File: config.mk
export PLATFORM = sky130hd
export DESIGN_NAME = rgmii_inband_status_mc
export DESIGN_NICKNAME = d
export VERILOG_FILES = /design/src/rtl/rgmii_inband_status_mc.sv
export SDC_FILE = /design/constraint.sdc
export NUM_CORES = 1
export LEC_CHECK = 0
export BUFFER_PORTS_ARGS = -buffer_cell sky130_fd_sc_hd__buf_2
export CAP_MARGIN = 20
export CORE_ASPECT_RATIO = 1.4
export CORE_MARGIN = 2
export CORE_UTILIZATION = 35
export DETAILED_ROUTE_END_ITERATION = 7
export PLACE_DENSITY_LB_ADDON = 0.1
export SYNTH_ARGS = -nofsm -noshare
export SYNTH_HDL_FRONTEND = slang
export SYNTH_SLANG_ARGS = --single-unit
export TNS_END_PERCENT = 100
File: constraint.sdc
create_clock -name clk375 -period 1.9 [get_ports clk375]
set_input_delay 0.475 -clock clk375 [delete_from_list [all_inputs] [get_ports clk375]]
set_output_delay 0.475 -clock clk375 [all_outputs]
set_load 0.02 [all_outputs]
File: src/rtl/rgmii_inband_status_mc.sv
// Multi-channel RGMII in-band status decoder: samples the inter-frame-gap status byte,
// validates it, filters over FILTER_N consecutive decodes and publishes link/duplex/speed.
module rgmii_inband_status_mc #(
  parameter int unsigned CH        = 2,
  parameter int unsigned GAP_W     = 5,
  parameter int unsigned SAMPLE_AT = 7,
  parameter int unsigned FILTER_N  = 3
) (
  input  logic              clk375,
  input  logic              rst,
  input  logic [CH-1:0]     val_in,
  input  logic [8*CH-1:0]   data_in,
  input  logic [CH-1:0]     clk125_on,
  output logic [CH-1:0]     link_up,
  output logic [CH-1:0]     duplex,
  output logic [2*CH-1:0]   speed,
  output logic [CH-1:0]     status_chg,
  output logic [CH-1:0]     status_err
);

  localparam int unsigned MW = 4;
  localparam logic [GAP_W-1:0] SAMPLE_CNT = GAP_W'(SAMPLE_AT);
  localparam logic [MW-1:0]    FILT       = MW'(FILTER_N);

  for (genvar c = 0; c < CH; c++) begin : g_ch
    logic [GAP_W-1:0] cnt;
    logic [7:0]       byte_reg;
    logic             smp_vld;
    logic [MW-1:0]    match_cnt;
    logic [3:0]       cand_last;
    logic [3:0]       status_q;   // {link, duplex, speed[1], speed[0]}
    logic             chg_q;
    logic             err_q;

    logic             evaluate_c;
    logic [3:0]       cand_c;
    logic             reject_c;
    logic [MW-1:0]    match_nxt_c;

    // Decode and validate the captured byte; 1000M needs the 125 MHz clock flag.
    always_comb begin
      evaluate_c  = !val_in[c] && (cnt == '0) && smp_vld;
      cand_c      = {byte_reg[0] & byte_reg[4],
                     byte_reg[3] & byte_reg[7],
                     byte_reg[2] & byte_reg[6] & clk125_on[c],
                     byte_reg[1] & byte_reg[5]};
      reject_c    = (byte_reg[3:0] != byte_reg[7:4]) || (cand_c[1:0] == 2'b11);
      match_nxt_c = MW'(1);
      if (cand_c == cand_last) begin
        match_nxt_c = (match_cnt >= FILT) ? FILT : match_cnt + MW'(1);
      end
    end

    always_ff @(posedge clk375) begin
      if (rst) begin
        cnt       <= '1;
        byte_reg  <= '0;
        smp_vld   <= 1'b0;
        match_cnt <= '0;
        cand_last <= '0;
        status_q  <= '0;
        chg_q     <= 1'b0;
        err_q     <= 1'b0;
      end else begin
        chg_q <= 1'b0;
        err_q <= 1'b0;
        if (val_in[c]) begin
          cnt     <= '1;
          smp_vld <= 1'b0;
        end else begin
          cnt <= cnt - GAP_W'(1);
          if (cnt == SAMPLE_CNT) begin
            byte_reg <= data_in[8*c +: 8];
            smp_vld  <= 1'b1;
          end
          if (evaluate_c) begin
            smp_vld <= 1'b0;
            if (reject_c) begin
              err_q <= 1'b1;
            end else begin
              cand_last <= cand_c;
              match_cnt <= match_nxt_c;
              if (match_nxt_c == FILT && cand_c != status_q) begin
                status_q <= cand_c;
                chg_q    <= 1'b1;
              end
            end
          end
        end
      end
    end

    assign link_up[c]      = status_q[3];
    assign duplex[c]       = status_q[2];
    assign speed[2*c +: 2] = status_q[1:0];
    assign status_chg[c]   = chg_q;
    assign status_err[c]   = err_q;
  end

endmodule
==> reports/metrics.cfg, run 1 <==
[setup_path]
r2r_slack_ns = 0.08
criticalPathCategory = reg2reg
cp_slowest_cell = or4b_1
crit_chain = ha_1, or4b_1, nor4_4, a22o_2, o21ai_0, a21oi_1
crit_buf_inv = 0
critPathRequiredTime_ns = 2.14
path_max_fanout = 5
startpoint_type = register
cp_top_family = simple AND/OR/NAND/NOR gates
cp_slowest_stage_delay_ns = 0.52
reg2reg_depth = 6
r2r-end = g_ch[1].status_q[3]
worstSetupEndpointType = register
arrival_ns = 2.07
rr_startpoint = g_ch[1].match_cnt[0]

[global_route]
grt_max_degree = 19
grt_overflow = 0
grt_pass1_wl_um = 9090
antenna_found_initial = 0
grt_pass1_vias = 2042
grt_use_total_pct = 13.9

[min_path]
min_delay_path_depth = 3
worstHoldStart = data_in[0]
hp-class = in2reg
min_to = g_ch[0].byte_reg[0]

[cts]
h-tree-depth = 2
cts_buffer_depth = 2
cts.sink_count = 56
cts_tree = done
cts_buffers = 5
ctsRootBufferMaster = clkbuf_8
hold_buffers = 0
path_clk_slew_ns = 0.11
clock_latency_ns = 0.31

[detailed_routing]
vias = 2019
wl_um = 5420
post_drt_wl_per_cell_um = 12.8
drc = 0
drt_iter0_drc = 40
ant_nets = 0
via_per_inst = 4.76
first_pass_iters = 4

[sta]
finalCriticalPeriod_ns = 1.82
min_period_over_period_pct = 96.0
rsz0062_at_grt = yes
skew_ns = 0.00721
hold_violations = 0
worst_slew_pin_slew_ns = 0.394
whs_ns = 0.396
fmaxAchievable_mhz = 548
relSlewSlack_pct = 73.0
final_max_slew_viol_count = 0
setup_violations = 0
fin_setup_tns_ns = 0

[floorplanning]
start_util_pct = 35.6
fp.coreArea_um2 = 7270
die_h_um = 106
top_level_ports = 34
die_area_um2 = 8110
rows = 37
die_w_um = 76.7

[logic_synthesis]
yosysWarnings = 0
netlist_area_um2 = 2590
synth_cells = 269
synthTopCellsByArea = dfxtp_1, mux2i_1, ha_1, nor2_1, xor2_1
syn_area_per_cell_um2 = 9.62
synth-seq-cells = 56
postSynth.asyncResetShare_pct = 0
yosys.cell_types.count = 44
synth_top_area_share_pct = 43.3
yosysSeqAreaShare_pct = 43.3
synth_edf_count = 0
syn_nets = 307
synthFlopType = dfxtp_1
yosysTopAreaCell = dfxtp_1

[placement]
hpwl_um = 4260
gp_congestion = 0.741
port_buffers = 33

[layout]
nFillCells = 738
largest_reg_flops = 16
fin_nets = 364
drive_gt1_share_pct = 29.1
multi_input_area_um2 = 1470
diodes = 0
fin_util_pct = 44.1
syn_to_final_growth_pct = 23.7
seqCellArea_um2 = 1130

[power]
p_leak_uw = 0.00142
power_uw = 1910
p_per_area_nw_per_um2 = 596
peakVddDrop_v = 0.000361

[run]
maxCapViolCount = 0

[run_status]
status = finished, final reports clean

## how the worst max path moves through the flow
| stage | start | to | depth (start not counted) |
|---|---|---|---|
| floorplan | g_ch[0].byte_reg[1] | g_ch[0].match_cnt[1] | 7 |
| global placement | g_ch[0].byte_reg[1] | g_ch[0].status_q[3] | 6 |
| detailed placement | g_ch[0].byte_reg[1] | g_ch[0].status_q[3] | 6 |
| CTS | g_ch[0].byte_reg[0] | g_ch[0].chg_q | 5 |
| global route | g_ch[0].byte_reg[4] | g_ch[0].status_q[1] | 7 |
| finish | g_ch[1].match_cnt[0] | g_ch[1].status_q[3] | 6 |
## cell families (layout without fill, tap and decap cells)
kind of cell	after synthesis	in the layout	share of synthesized area, %
compound gates	33	33	7.88
xor+xnor	18	18	6.09
fa+ha+maj	16	16	7.74
flops	56	56	43.3
buf+inv	16	74	3.19
simple gates	105	105	22.1
mux	25	25	9.67
## through the flow
| stage | instances | instance area, um^2 | worst slack [ns] |
|---|---|---|---|
| detailed placement | 414 | 3000 | -0.0579 |
| global placement | 414 | 3000 | -0.0237 |
| floorplan | 269 | 2590 | 0.0390 |
| CTS | 423 | 3120 | 0.00273 |
| global route | 424 | 3200 | -0.0586 |
| finish | 424 | 3200 | 0.0754 |
## timing repair
item / 4_1_cts / 5_1_grt
pin swaps: 4 / 7
setup buffers: 1 / 1
endpoints found under the setup margin: 6 / 16
resized for setup: 4 / 17
## cell type report
cell class              count  share of cell area (%)
multi-input cells         197                    46.0
clock inverters             3                   0.703
flip-flops and latches     56                    35.2
repair buffers             60                    11.5
well taps                  97                    3.79
clock buffers               5                    2.15
inverters                   6                   0.703
## placed cells by master, fill, tap and decap left out, types with 2 or more instances in the layout
cell type / synthesis / final
a21oi_1: 11 / 11
and2_1: 3 / 3
and3_1: 5 / 5
and3b_2: 2 / 2
buf_2: 0 / 33
buf_4: 4 / 27
clkbuf_8: 0 / 5
dfxtp_1: 56 / 52
dfxtp_2: 0 / 4
ha_1: 16 / 12
ha_4: 0 / 4
inv_1: 6 / 6
mux2i_1: 25 / 25
nand2_1: 16 / 16
nand2b_1: 2 / 2
nand3_1: 11 / 11
nand4_1: 2 / 2
nor2_1: 34 / 34
nor2_2: 3 / 3
nor3_1: 7 / 7
nor3b_1: 2 / 2
nor4_1: 8 / 4
nor4_2: 0 / 4
nor4_4: 2 / 2
o21ai_0: 10 / 6
o21ai_1: 0 / 4
xnor2_1: 7 / 7
xor2_1: 11 / 11
## metal layers
metal	up-vias	track usage [%]	share of wire (%)
met5	-	0	0
li1	1059	-	-
met4	0	5.06	0.70
met3	2	2.31	1.9
met2	24	26.8	55
met1	934	14.9	42
## Yosys cell counts (all sizes together) (6+ instances only)
cell type  number
xor2           11
dfxtp          56
inv             6
nand2          16
nor3            8
a21oi          12
xnor2           7
nand3          11
nor2           37
mux2i          25
ha             16
nor4           10
o21ai          10
## where the power goes
part	switching, uW	internal [uW]	total, uW
Sequential	3.59	1180	1180
Clock	397	265	662
Combinational	37.2	27.0	64.2
Total	438	1470	1910
## worst reg2reg max path, cell delays in order (launching register included)
cell,delay [ns]
dfxtp_1,0.34
ha_1,0.20
or4b_1,0.52
nor4_4,0.22
a22o_2,0.26
o21ai_0,0.10
a21oi_1,0.14
(Power assumes the default switching activity.)
==> inputs of run 2 (changes only) <==
--- a/config.mk
+++ b/config.mk
@@ -9,9 +9,9 @@
 export CAP_MARGIN = 20
 export CORE_ASPECT_RATIO = 1.4
 export CORE_MARGIN = 2
-export CORE_UTILIZATION = 35
+export CORE_UTILIZATION = 51
 export DETAILED_ROUTE_END_ITERATION = 7
-export PLACE_DENSITY_LB_ADDON = 0.1
+export PLACE_DENSITY = 0.82
 export SYNTH_ARGS = -nofsm -noshare
 export SYNTH_HDL_FRONTEND = slang
 export SYNTH_SLANG_ARGS = --single-unit
==> run 2 against run 1 <==
Effect of this change:
- clock power is 25% higher
- worst setup slack worse by 0.062 ns
- worst hold slack better by 0.0011 ns
- utilization is 20 points higher
- maximum frequency is 3.3% lower
- global-route usage is 5.0 points higher
- clock skew is 0.0045 ns higher
- sequential cell count stayed put
- sequential power hardly changed
- largest cell class unchanged
- highest routed layer unchanged
==> reports/metrics.cfg, run 2 (synthesis gave the netlist of run 1 again) <==
[run_status]
status = finished, final reports clean

[floorplanning]
die_w_um = 64.2
start_util_pct = 53.0
die_area_um2 = 5670
rows = 30
fp.coreArea_um2 = 4880
die_h_um = 88.3
top_level_ports = 34

[power]
p_leak_uw = 0.00139
peakVddDrop_v = 0.000463
p_per_area_nw_per_um2 = 661
power_uw = 2070

[sta]
finalCriticalPeriod_ns = 1.89
skew_ns = 0.0117
fin_setup_tns_ns = 0
setup_violations = 0
min_period_over_period_pct = 99.3
relSlewSlack_pct = 67.7
worst_slew_pin_slew_ns = 0.480
rsz0062_at_grt = yes
final_max_slew_viol_count = 0
hold_violations = 0
fmaxAchievable_mhz = 530

[setup_path]
rr_startpoint = g_ch[0].byte_reg[2]
reg2reg_depth = 6
criticalPathCategory = reg2reg
startpoint = g_ch[0].byte_reg[2]
r2r-end = g_ch[0].status_q[1]
critPathRequiredTime_ns = 2.11
cp_top_family = simple AND/OR/NAND/NOR gates
arrival_ns = 2.10
r2r_slack_ns = 0.01
cp_slowest_cell = dfxtp_2
crit_buf_inv = 0
startpoint_type = register
path_max_fanout = 3
crit_chain = ha_4, nor4_4, nand4_1, nor3_4, mux2i_1, nor2_1
worstSetupEndpointType = register
cp_slowest_stage_delay_ns = 0.35

[min_path]
hp-class = in2reg
min_to = g_ch[1].byte_reg[2]
worstHoldStart = data_in[10]
min_delay_path_depth = 3

[detailed_routing]
via_per_inst = 5.50
ant_nets = 0
drc = 0
drt_iter0_drc = 116
first_pass_iters = 4
vias = 2101
post_drt_wl_per_cell_um = 13.9
wl_um = 5300

[global_route]
grt_max_degree = 18
grt_pass1_wl_um = 8530
grtUsageMet1_pct = 20.4
use_met2_pct = 37.1
grt_pass1_vias = 1951
grt_use_total_pct = 18.9
grt_busiest_layer = met2
antenna_found_initial = 0
use_met3_pct = 3.18
grt_overflow = 0

[layout]
nFillCells = 416
layout_commonest_cell = dfxtp_1
largest_reg_flops = 16
fin_nets = 355
syn_to_final_growth_pct = 21.2
diodes = 0
final_cell_mix = dfxtp_1, nor2_1, buf_2, mux2i_1, buf_4
final_area_um2 = 3140
drive_gt1_share_pct = 27.4

[cts]
cts_tree = done
clock_latency_ns = 0.31
cts_buffer_depth = 2
h-tree-depth = 2
cts.sink_count = 56
cts_buffers = 5
ctsRootBufferMaster = clkbuf_8
path_clk_slew_ns = 0.11

[placement]
port_buffers = 33
hpwl_um = 3850
gp_congestion = 0.867
place_area_um2 = 2890

[run]
maxCapViolCount = 0

## run 2: final cells by class
cell class,count,area [um^2],share of cell area [%]
multi-input combinational,197,1490,47.4
timing repair buffer,51,300,9.57
clock inverter,2,38.8,1.24
tap,64,80.1,2.55
inverter,6,22.5,0.718
clock buffer,6,82.6,2.63
sequential,56,1130,35.9
## run 2: layer usage
layer	up-vias	share of wire [%]
met4	0	1.7
li1	1046	-
met1	1001	39
met2	45	56
met3	9	3.1
met5	-	0
## run 2: power by group
part | leakage (uW) | internal (uW) | switching [uW] | total [uW]
clock network | 0.0000614 | 432 | 397 | 829
registers | 0.000454 | 1180 | 4.24 | 1180
logic | 0.000876 | 25.7 | 36.6 | 62.3
## run 2: how the worst max path moves through the flow
stage	endpoint	slack, ns	cells after the start
finish	g_ch[0].status_q[1]	0.01	6
detailed placement	g_ch[0].chg_q	-0.05	5
CTS	g_ch[0].chg_q	-0.05	5
global placement	g_ch[0].status_q[3]	0.007	6
floorplan	g_ch[0].match_cnt[1]	0.04	7
global route	g_ch[0].status_q[2]	-0.07	6
## run 2: worst register-to-register path: stages (launching register included)
cell and delay, ns:
dfxtp_2 0.35, ha_4 0.24, nor4_4 0.33, nand4_1 0.26
nor3_4 0.34, mux2i_1 0.23, nor2_1 0.05
## run 2: timing repair
item | 4_1_cts | 5_1_grt
pin swaps | 3 | 10
buffers inserted | 0 | 2
gates resized for setup | 3 | 21
hold endpoints to repair | 0 | 0
endpoints found under the setup margin | 5 | 15
hold buffers | 0 | 0
## run 2: stage by stage
| step | utilization, % | cells | setup WS, ns | hold WS, ns |
|---|---|---|---|---|
| floorplan | - | 269 | 0.0390 | 0.388 |
| global placement | 59.3 | 372 | 0.00707 | 0.399 |
| detailed placement | 59.3 | 372 | -0.0457 | 0.414 |
| CTS | 62.2 | 380 | -0.0477 | 0.389 |
| global route | 64.3 | 382 | -0.0691 | 0.393 |
| finish | 64.3 | 382 | 0.0133 | 0.397 |
==> inputs of run 3 (changes only) <==
--- a/config.mk
+++ b/config.mk
@@ -5,13 +5,15 @@
 export SDC_FILE = /design/constraint.sdc
 export NUM_CORES = 1
 export LEC_CHECK = 0
+export ABC_AREA = 1
 export BUFFER_PORTS_ARGS = -buffer_cell sky130_fd_sc_hd__buf_2
 export CAP_MARGIN = 20
 export CORE_ASPECT_RATIO = 1.4
 export CORE_MARGIN = 2
-export CORE_UTILIZATION = 51
+export CORE_UTILIZATION = 52
 export DETAILED_ROUTE_END_ITERATION = 7
-export PLACE_DENSITY = 0.82
+export PLACE_DENSITY = 0.83
+export RECOVER_POWER = 50
 export SYNTH_ARGS = -nofsm -noshare
 export SYNTH_HDL_FRONTEND = slang
 export SYNTH_SLANG_ARGS = --single-unit
==> run 3 against run 2 <==
Effect of this change:
- clock power decreased by 18%
- count of clock-buffer cells in the layout unchanged
- critical path depth increased by 5
- largest power group unchanged
- synthesized cell count increased by 37%
- largest cell class unchanged
==> reports/metrics.cfg, run 3 <==
[run_status]
status = finished, final reports clean

[logic_synthesis]
synth-seq-cells = 56
yosysTopAreaCell = dfxtp_1
synth_edf_count = 0
yosysWarnings = 0
yosys.cell_types.count = 29
syn_area_per_cell_um2 = 7.28
synth_top_area_share_pct = 41.8
synth_cells = 368
synthTopCellsByCount = nand2_1, dfxtp_1, nor2_1, inv_1, a21oi_1
yosysMostFrequentCell = nand2_1
syn_nets = 406
yosysSeqAreaShare_pct = 41.8
synthTopCellsByArea = dfxtp_1, nand2_1, ha_1, nor2_1, a21oi_1
postSynth.asyncResetShare_pct = 0
synthFlopType = dfxtp_1
netlist_area_um2 = 2680

[layout]
layout_commonest_cell = nand2_1
syn_to_final_growth_pct = 10.8
fin_nets = 442
diodes = 0
drive_gt1_share_pct = 11.6
largest_reg_flops = 16
final_cell_mix = nand2_1, dfxtp_1, nor2_1, inv_1, a21oi_1
nFillCells = 483

[setup_path]
r2r_slack_ns = 0.17
startpoint = g_ch[1].byte_reg[1]
rr_startpoint = g_ch[1].byte_reg[1]
r2r-end = g_ch[1].status_q[0]
critPathRequiredTime_ns = 2.12
crit_chain = ha_1, nor2_1, nand2_1, nor2_1, nand2_4, inv_6, nand2_4, nor2_8, nand3_1, nand2_1, nor2_1
cp_slowest_cell = dfxtp_1
path_max_fanout = 10
crit_top_cell = nor2_1
criticalPathCategory = reg2reg
startpoint_type = register
reg2reg_depth = 11
worstSetupEndpointType = register
arrival_ns = 1.95
cp_slowest_stage_delay_ns = 0.33

[min_path]
worstHoldStart = g_ch[1].cnt[0]
min_to = g_ch[1].cnt[0]
hp-class = reg2reg
min_delay_path_depth = 1

[floorplanning]
die_w_um = 64.7
start_util_pct = 54.5
die_area_um2 = 5750
rows = 30
top_level_ports = 34
die_h_um = 88.9
fp.coreArea_um2 = 4920

[global_route]
grt_max_degree = 17
grt_use_total_pct = 19.9
grt_pass1_vias = 2117
grt_overflow = 0
antenna_found_initial = 0
grt_pass1_wl_um = 9020

[sta]
final_max_slew_viol_count = 0
rsz0062_at_grt = no
min_period_over_period_pct = 91.0
skew_ns = 0.0113
setup_violations = 0
finalCriticalPeriod_ns = 1.73
relSlewSlack_pct = 64.8
hold_violations = 0
fmaxAchievable_mhz = 578
worst_slew_pin_slew_ns = 0.528
whs_ns = 0.418
fin_setup_tns_ns = 0

[cts]
hold_buffers = 0
cts_buffers = 5
clock_latency_ns = 0.32
cts.sink_count = 56
h-tree-depth = 2
cts_tree = done
ctsRootBufferMaster = clkbuf_8
path_clk_slew_ns = 0.10
cts_buffer_depth = 2

[detailed_routing]
wl_um = 5130
via_per_inst = 4.92
drt_iter0_drc = 76
vias = 2307
ant_nets = 0
post_drt_wl_per_cell_um = 10.9
drc = 0
first_pass_iters = 4

[power]
p_per_area_nw_per_um2 = 649
peakVddDrop_v = 0.000711
p_leak_uw = 0.00143

[placement]
hpwl_um = 3920
port_buffers = 33
gp_congestion = 0.827

[run]
maxCapViolCount = 0

==> run 3: cell types whose count changed after synthesis, sizes merged, moves of 10 or more <==
cell	delta
a21oi	+20
inv	+38
mux2i	-25
nand2	+74
nand3	+19
nor2	+18
xor2	-10
==> run 3: final cells by class <==
type,instances,area (um^2),share of cell area (%)
timing repair buffer,39,186,6.28
sequential,56,1120,37.8
multi-input combinational,256,1310,44.2
tap,64,80.1,2.70
inverter,46,178,5.98
clock inverter,2,10.0,0.337
clock buffer,6,82.6,2.78
==> run 3: cell families (layout without fill, tap and decap cells) <==
kind of cell,count (synthesis),after routing,share of synthesized area [%]
AOI/OAI and AO/OA,50,50,9.71
DFF,56,56,41.8
buffers and inverters,56,93,9.06
and+or+nand+nor,184,184,30.0
adders and majority gates,16,16,7.47
xor gates and xnor gates,6,6,1.96
==> run 3: timing repair <==
item / CTS / global route
setup endpoints to repair: 0 / 4
setup buffers: 0 / 0
gates resized for setup: 0 / 1
hold endpoints to repair: 0 / 0
==> run 3: metal layers <==
layer | GRT usage [%] | share of wire, % | vias up
met2 | 35.1 | 51 | 44
met1 | 24.4 | 44 | 1018
li1 | - | - | 1240
met3 | 3.02 | 3.6 | 5
met4 | 8.32 | 1.8 | 0
met5 | 0 | 0 | -
==> run 3: power breakdown <==
part / internal (uW) / leakage, uW / switching (uW) / total (uW)
Combinational: 26.9 / 0.000924 / 42.3 / 69.2
Clock: 292 / 0.0000510 / 386 / 678
Sequential: 1180 / 0.000452 / 2.65 / 1180
Total: 1500 / 0.00143 / 431 / 1930
==> run 3: critical path, delay by kind of cell, from the launching register on <==
family,cells,cell delay (ns)
buffers and inverters,1,0.12
and+or+nand+nor,9,0.91
DFF,1,0.33
adders and majority gates,1,0.29
==> run 3: how the worst max path moves through the flow <==
stage | slack, ns | end
3_3_place_gp | 0.27 | g_ch[1].status_q[0]
4_1_cts | 0.22 | g_ch[0].status_q[3]
2_1_floorplan | 0.43 | g_ch[1].status_q[0]
5_1_grt | 0.03 | g_ch[1].status_q[2]
3_5_place_dp | 0.19 | g_ch[0].status_q[3]
6_report | 0.17 | g_ch[1].status_q[0]
==> run 3: through the flow <==
stage / setup WS, ns / power [uW] / utilization (%) / std cells / instance area, um^2
2_1_floorplan: 0.433 / 1240 / - / 368 / 2680
3_3_place_gp: 0.267 / 1280 / 59.1 / 461 / 2910
3_5_place_dp: 0.191 / 1280 / 59.1 / 461 / 2910
4_1_cts: 0.217 / 1940 / 61.0 / 469 / 3000
5_1_grt: 0.0304 / 1990 / 60.4 / 469 / 2970
6_report: 0.171 / 1930 / 60.4 / 469 / 2970
